`config.mk`:
```
export PLATFORM = sky130hd
export DESIGN_NAME = i2s_receiver_flat
export DESIGN_NICKNAME = d
export VERILOG_FILES = /design/src/rtl/i2s_receiver_pkg.sv /design/src/rtl/i2s_receiver_if.sv /design/src/rtl/i2s_receiver_rx_sync.sv /design/src/rtl/i2s_receiver.sv /design/src/flat_wrapper.sv
export SDC_FILE = /design/constraint.sdc
export NUM_CORES = 1
export LEC_CHECK = 0
export CAP_MARGIN = 20
export CORE_ASPECT_RATIO = 0.8
export CORE_UTILIZATION = 57
export CTS_CLUSTER_SIZE = 16
export DETAILED_ROUTE_END_ITERATION = 6
export MAX_ROUTING_LAYER = met4
export PLACE_DENSITY_LB_ADDON = 0.3
export SYNTH_ARGS = -nofsm -noshare
export SYNTH_HDL_FRONTEND = slang
export SYNTH_SLANG_ARGS = --single-unit
```
`constraint.sdc`:
```
create_clock -name clk_i -period 3 [get_ports clk_i]
set_input_delay 0.3 -clock clk_i [delete_from_list [all_inputs] [get_ports clk_i]]
set_output_delay 0.3 -clock clk_i [all_outputs]
set_load 0.01 [all_outputs]
```
`src/rtl/i2s_receiver_pkg.sv`:
```
// Shared I2S receive definitions: framing state encodings and default word width.
package i2s_receiver_pkg;

  typedef enum logic [1:0] {
    SYNC  = 2'd0,
    LEFT  = 2'd1,
    RIGHT = 2'd2
  } i2s_state_e;

  localparam int DEFAULT_SAMPLE_WIDTH = 16;

endpackage

```
`src/rtl/i2s_receiver_if.sv`:
```
// Pin-side and sample-side signals of the I2S receiver, bundled for the top-level port.
interface i2s_receiver_if
  import i2s_receiver_pkg::*;
#(
  parameter int SAMPLE_WIDTH = DEFAULT_SAMPLE_WIDTH
);
  logic                    enable;
  logic                    bit_clk;
  logic                    frame_clk;
  logic                    sdata_in;
  logic [SAMPLE_WIDTH-1:0] sample_left;
  logic [SAMPLE_WIDTH-1:0] sample_right;
  logic                    sample_valid;
  logic                    frame_err;

  modport master (
    output enable, bit_clk, frame_clk, sdata_in,
    input  sample_left, sample_right, sample_valid, frame_err
  );

  modport slave (
    input  enable, bit_clk, frame_clk, sdata_in,
    output sample_left, sample_right, sample_valid, frame_err
  );
endinterface

```
`src/rtl/i2s_receiver_rx_sync.sv`:
```
// Synchronizes bit_clk, frame_clk and sdata into clk_i and flags bit_clk rising edges.
// All three outputs are registered together so frame/data line up with the bedge pulse.
module i2s_receiver_rx_sync #(
  parameter int SYNC_STAGES = 2
) (
  input  logic clk_i,
  input  logic reset_i,
  input  logic bit_clk_i,
  input  logic frame_clk_i,
  input  logic sdata_i,
  output logic bedge_o,
  output logic frame_o,
  output logic sdata_o
);
  logic [SYNC_STAGES-1:0] bclk_q, frame_q, sdata_q;
  logic bclk_prev_q, bedge_q, frame_out_q, sdata_out_q;

  always_ff @(posedge clk_i) begin
    if (reset_i) begin
      bclk_q      <= '0;
      frame_q     <= '0;
      sdata_q     <= '0;
      bclk_prev_q <= 1'b0;
      bedge_q     <= 1'b0;
      frame_out_q <= 1'b0;
      sdata_out_q <= 1'b0;
    end else begin
      bclk_q      <= SYNC_STAGES'({bclk_q, bit_clk_i});
      frame_q     <= SYNC_STAGES'({frame_q, frame_clk_i});
      sdata_q     <= SYNC_STAGES'({sdata_q, sdata_i});
      bclk_prev_q <= bclk_q[SYNC_STAGES-1];
      bedge_q     <= bclk_q[SYNC_STAGES-1] & ~bclk_prev_q;
      frame_out_q <= frame_q[SYNC_STAGES-1];
      sdata_out_q <= sdata_q[SYNC_STAGES-1];
    end
  end

  assign bedge_o = bedge_q;
  assign frame_o = frame_out_q;
  assign sdata_o = sdata_out_q;
endmodule

```
`src/rtl/i2s_receiver.sv`:
```
// I2S receiver: frames left/right slots from the synchronized serial stream.
//   state | meaning
//   SYNC  | waiting for a 1->0 frame_clk transition; nothing latched
//   LEFT  | collecting the left slot
//   RIGHT | collecting the right slot; pair delivered at its end
module i2s_receiver
  import i2s_receiver_pkg::*;
#(
  parameter int SAMPLE_WIDTH  = DEFAULT_SAMPLE_WIDTH,
  parameter int MAX_SLOT_BITS = 32,
  parameter int SYNC_STAGES   = 2
) (
  input logic           clk_i,
  input logic           reset_i,
  i2s_receiver_if.slave rx
);
  localparam int CNT_W = $clog2(MAX_SLOT_BITS + 2);
  localparam logic [CNT_W-1:0] CNT_SAT = CNT_W'(MAX_SLOT_BITS + 1);
  localparam logic [CNT_W-1:0] CNT_MAX = CNT_W'(MAX_SLOT_BITS);
  localparam logic [CNT_W-1:0] CNT_SW  = CNT_W'(SAMPLE_WIDTH);

  logic bedge, frame_s, sdata_s;

  i2s_receiver_rx_sync #(.SYNC_STAGES(SYNC_STAGES)) u_sync (
    .clk_i       (clk_i),
    .reset_i     (reset_i),
    .bit_clk_i   (rx.bit_clk),
    .frame_clk_i (rx.frame_clk),
    .sdata_i     (rx.sdata_in),
    .bedge_o     (bedge),
    .frame_o     (frame_s),
    .sdata_o     (sdata_s)
  );

  i2s_state_e              state_q, state_d;
  logic [CNT_W-1:0]        cnt_q, cnt_d;
  logic [SAMPLE_WIDTH-1:0] shreg_q, shreg_d, held_q, held_d;
  logic [SAMPLE_WIDTH-1:0] left_q, left_d, right_q, right_d;
  logic                    lrck_q, lrck_d, valid_q, valid_d, err_q, err_d;

  logic                    transition, take_bit, short_slot;
  logic [CNT_W-1:0]        nbits;
  logic [SAMPLE_WIDTH-1:0] shifted, word;

  assign transition = bedge && (frame_s != lrck_q);
  assign take_bit   = cnt_q < CNT_SW;
  assign shifted    = take_bit ? {shreg_q[SAMPLE_WIDTH-2:0], sdata_s} : shreg_q;
  assign nbits      = take_bit ? cnt_q + 1'b1 : CNT_SW;
  assign short_slot = nbits < CNT_SW;
  // Short slots are left-justified so the received bits keep their MSB weighting.
  assign word       = shifted << (CNT_SW - nbits);

  always_comb begin
    state_d = state_q;
    cnt_d   = cnt_q;
    shreg_d = shreg_q;
    held_d  = held_q;
    left_d  = left_q;
    right_d = right_q;
    lrck_d  = bedge ? frame_s : lrck_q;
    valid_d = 1'b0;
    err_d   = 1'b0;

    if (!rx.enable) begin
      state_d = SYNC;
      cnt_d   = '0;
      shreg_d = '0;
    end else if (bedge) begin
      case (state_q)
        SYNC: begin
          if (transition && !frame_s) begin
            state_d = LEFT;
            cnt_d   = '0;
            shreg_d = '0;
          end
        end
        LEFT, RIGHT: begin
          if (transition) begin
            cnt_d   = '0;
            shreg_d = '0;
            err_d   = short_slot || (cnt_q > CNT_MAX);
            if (state_q == LEFT) begin
              held_d  = word;
              state_d = RIGHT;
            end else begin
              left_d  = held_q;
              right_d = word;
              valid_d = 1'b1;
              state_d = LEFT;
            end
          end else begin
            shreg_d = shifted;
            if (cnt_q != CNT_SAT) cnt_d = cnt_q + 1'b1;
          end
        end
        default: state_d = SYNC;
      endcase
    end
  end

  always_ff @(posedge clk_i) begin
    if (reset_i) begin
      state_q <= SYNC;
      cnt_q   <= '0;
      shreg_q <= '0;
      held_q  <= '0;
      left_q  <= '0;
      right_q <= '0;
      lrck_q  <= 1'b0;
      valid_q <= 1'b0;
      err_q   <= 1'b0;
    end else begin
      state_q <= state_d;
      cnt_q   <= cnt_d;
      shreg_q <= shreg_d;
      held_q  <= held_d;
      left_q  <= left_d;
      right_q <= right_d;
      lrck_q  <= lrck_d;
      valid_q <= valid_d;
      err_q   <= err_d;
    end
  end

  assign rx.sample_left  = left_q;
  assign rx.sample_right = right_q;
  assign rx.sample_valid = valid_q;
  assign rx.frame_err    = err_q;
endmodule

```
`src/flat_wrapper.sv`:
```
// flat-port wrapper written by rule: the top's interface ports become plain ports
module i2s_receiver_flat import i2s_receiver_pkg::*;
#(
  parameter int SAMPLE_WIDTH  = DEFAULT_SAMPLE_WIDTH,
  parameter int MAX_SLOT_BITS = 32,
  parameter int SYNC_STAGES   = 2
)
  (clk_i, reset_i, rx_enable, rx_bit_clk, rx_frame_clk, rx_sdata_in, rx_sample_left, rx_sample_right, rx_sample_valid, rx_frame_err);
  i2s_receiver_if #(.SAMPLE_WIDTH(SAMPLE_WIDTH)) rx_i ();
  input logic clk_i;
  input logic reset_i;
  input wire logic [$bits(rx_i.enable)-1:0] rx_enable;
  input wire logic [$bits(rx_i.bit_clk)-1:0] rx_bit_clk;
  input wire logic [$bits(rx_i.frame_clk)-1:0] rx_frame_clk;
  input wire logic [$bits(rx_i.sdata_in)-1:0] rx_sdata_in;
  output wire logic [$bits(rx_i.sample_left)-1:0] rx_sample_left;
  output wire logic [$bits(rx_i.sample_right)-1:0] rx_sample_right;
  output wire logic [$bits(rx_i.sample_valid)-1:0] rx_sample_valid;
  output wire logic [$bits(rx_i.frame_err)-1:0] rx_frame_err;
  assign rx_i.enable = rx_enable;
  assign rx_i.bit_clk = rx_bit_clk;
  assign rx_i.frame_clk = rx_frame_clk;
  assign rx_i.sdata_in = rx_sdata_in;
  assign rx_sample_left = rx_i.sample_left;
  assign rx_sample_right = rx_i.sample_right;
  assign rx_sample_valid = rx_i.sample_valid;
  assign rx_frame_err = rx_i.frame_err;
  i2s_receiver #(.SAMPLE_WIDTH(SAMPLE_WIDTH), .MAX_SLOT_BITS(MAX_SLOT_BITS), .SYNC_STAGES(SYNC_STAGES)) u_core (.clk_i(clk_i), .reset_i(reset_i), .rx(rx_i));
endmodule
```
==> results.toml <==
[outcome]
outcome = "finished clean"

[floorplan]
die_y_um = 79.3
die_area_um2 = 7810
core_um2 = 7060
ios = 40
start_util = 0.603
die_w_um = 98.6
rows = 27

[finish]
final_area_um2 = 4960
drive_gt1_frac = 0.110
syn_to_final_growth_pct = 16.7
n_antenna_cell = 0
fill_cells = 551
layout_commonest_cell = "dfxtp_1"
final_cell_mix = "dfxtp_1 (84), nor2_1 (62), nand2_1 (55), a21oi_1 (41), clkdlybuf4s50_1 (38)"
fin_util = 0.703
final_nets = 556
fin_cells = 633

[clock_network]
clock_sinks = 85
htree_levels = 3
tritoncts.num_buffers = 9
clock_latency_ps = 360
clk_pin_slew_worst_paths_ps = 90
clock_path_buffers = 2
cts_tree = "built"
hold_buffers = 0
root_buffer = "clkbuf_8"

[global_routing]
grt_pass1_vias = 3585
antenna_found_initial = 0
grt_max_degree = 61
grt_usage = 0.287
gr-total-overflow = 0
grt_pass1_wl_um = 17400

[pwr]
power_mw = 2.05
max-vdd-ir-drop_mv = 0.348
p_int_mw = 1.59
pwr-share-seq = 0.554
power_density_nw_per_um2 = 412
p_leak_nw = 1.71
clkPwrFrac = 0.429
switching_power_mw = 0.460
sw_frac_of_total = 0.225
combPwrFrac = 0.017

[detailed_routing]
post_drt_wl_per_cell_um = 16.7
drtPass1Iterations = 5
drc = 0
viasPerCell = 6.07
ant_nets = 0
drt_iter0_markers = 297
wirelength_um = 10600
vias = 3845

[setup_path]
crit_path_cell_trace = "inv_1 -> ha_1 -> nand2_1 -> ha_1 -> nor2b_1 -> a221o_1 -> buf_4 -> nand2_1 -> o22ai_1 -> a221o_1"
critPathLaunchType = "flop"
timing_worst_setup_path_type = "flop to flop"
cpPeakStageDelay_ps = 460
cp.required_ps = 3240
endpoint_kind = "flop"
crit_path_max_fanout = 8
arrival_ps = 3080
slowest_stage = "dfxtp_1"

[sta]
finalSetupTns_ps = 0
hold_viol_final = 0
skew_ps = 11.7
drv_slew = 0
rsz0062_at_grt = "no"
holdWs_ps = 398
period_needed_ps = 2840
fmax_mhz = 352
maxSlewHeadroom = 0.469
tightestPinTransition_ps = 797
fin_ws_ps = 163
setup_violations = 0
final.period_utilization = 0.946

[placement]
hpwl_um = 7460
portBuffers = 39
placed_cells = 616
place_ws_ps = 49.6
placed_cell_area_um2 = 4690
globalplace.congestion = 0.958

[synth]
yosysSeqAreaShare = 0.400
ys_warn_count = 0
synth_top_area_share = 0.400
ys_seq_elements = 85
synth_top_cell_by_area = "dfxtp_1"
synthCells = 513
async_flop_share = 0
syn-num-nets = 528
synthesis.area_um2 = 4250
syn_avg_cell_area_um2 = 8.29
ys_types = 57
synthTopCellsByArea = "dfxtp_1 (40%), nor2_1 (5.5%), a21oi_1 (4.9%), nand2_1 (4.9%), mux2i_1 (3.8%)"
synth_edf_count = 0
synth_flop_cell = "dfxtp_1"

[run]
maxCapViolCount = 0

[worst_hold_path]
min_path_type = "flop to flop"
worst paths after layout:
path	startpoint	endpoint	slack, ps	cells past startpoint
setup / recovery	u_core.cnt_q[1]	u_core.held_q[15]	160	10
hold / removal	u_core.u_sync.bclk_prev_q	u_core.u_sync.bedge_o	400	1
setup reg to reg	u_core.cnt_q[1]	u_core.held_q[15]	160	10
hold reg to reg	u_core.u_sync.bclk_prev_q	u_core.u_sync.bedge_o	400	1
power by group through the flow:
| stage | Combinational (mW) | Clock [mW] | Sequential (mW) |
|---|---|---|---|
| 3_3_place_gp | 0.0336 | 0 | 1.16 |
| 5_1_grt | 0.0378 | 0.938 | 1.14 |
| 4_1_cts | 0.0344 | 0.893 | 1.13 |
| 6_report | 0.0349 | 0.877 | 1.13 |
| 2_1_floorplan | 0.0221 | 0 | 1.16 |
| 3_5_place_dp | 0.0343 | 0 | 1.16 |
sequential cells by signal (all words and copies together), names as in the netlist:
name / count
u_core.held_q: 16
u_core.rx.sample_left: 16
u_core.rx.sample_right: 16
u_core.shreg_q: 16
u_core.cnt_q: 6
u_core.state_q: 2
u_core.u_sync.bclk_q: 2
u_core.u_sync.frame_q: 2
u_core.u_sync.sdata_q: 2
u_core.lrck_q: 1
u_core.rx.frame_err: 1
u_core.rx.sample_valid: 1
u_core.u_sync.bclk_prev_q: 1
u_core.u_sync.bedge_o: 1
u_core.u_sync.frame_o: 1
u_core.u_sync.sdata_o: 1
area by class of cell:
| type | instances | area, µm² | share of cell area |
|---|---|---|---|
| tap | 87 | 109 | 0.0219 |
| clock inverter | 5 | 67.6 | 0.0136 |
| inverter | 9 | 36.3 | 0.00731 |
| sequential | 85 | 1700 | 0.343 |
| clock buffer | 11 | 151 | 0.0305 |
| multi-input combinational | 382 | 2400 | 0.483 |
| timing repair buffer | 54 | 498 | 0.100 |
metal layers:
layer / global-route usage / share of wire / up-vias
met3: 0.0687 / 0.063 / 13
met4: 0.0866 / 0.010 / 0
met2: 0.439 / 0.46 / 126
met1: 0.377 / 0.47 / 1826
met5: - / 0 / -
li1: - / - / 1880
worst max-delay path: cells and delay by family (launching register included):
kind | cells | cell delay, ps
buf+inv | 2 | 270
compound gates | 3 | 880
simple gates | 3 | 420
fa+ha+maj | 2 | 710
flops | 1 | 460
cell usage after synthesis, types with 8 or more instances:
master and count:
mux2i_1 16, nor3_1 15, a211oi_1 8, dfxtp_1 85, a32oi_1 8, buf_2 10
a22oi_1 16, a21oi_1 42, o21ai_0 27, nand2_1 55, mux2_2 11, nor2_1 62
nand3b_1 10, clkbuf_1 24, inv_1 9, nor2b_1 13, ha_1 9, nand3_1 10
cells by family (layout without fill, tap and decap cells):
group                    count (synthesis)  count (layout)  synth area share
AO/OA/AOI/OAI                          139             139             0.211
XOR/XNOR                                 4               4            0.0126
adder cells (fa/ha/maj)                  9               9            0.0265
buffers and inverters                   46              79            0.0453
flip-flops                              85              85             0.400
multiplexers                            28              28            0.0721
AND/OR/NAND/NOR                        202             202             0.232
what timing repair did:
| item | CTS | global route |
|---|---|---|
| endpoints found under the setup margin | 0 | 12 |
| resized for setup | 0 | 10 |
| setup buffers | 0 | 1 |
Power figures use the tool's default switching activity.
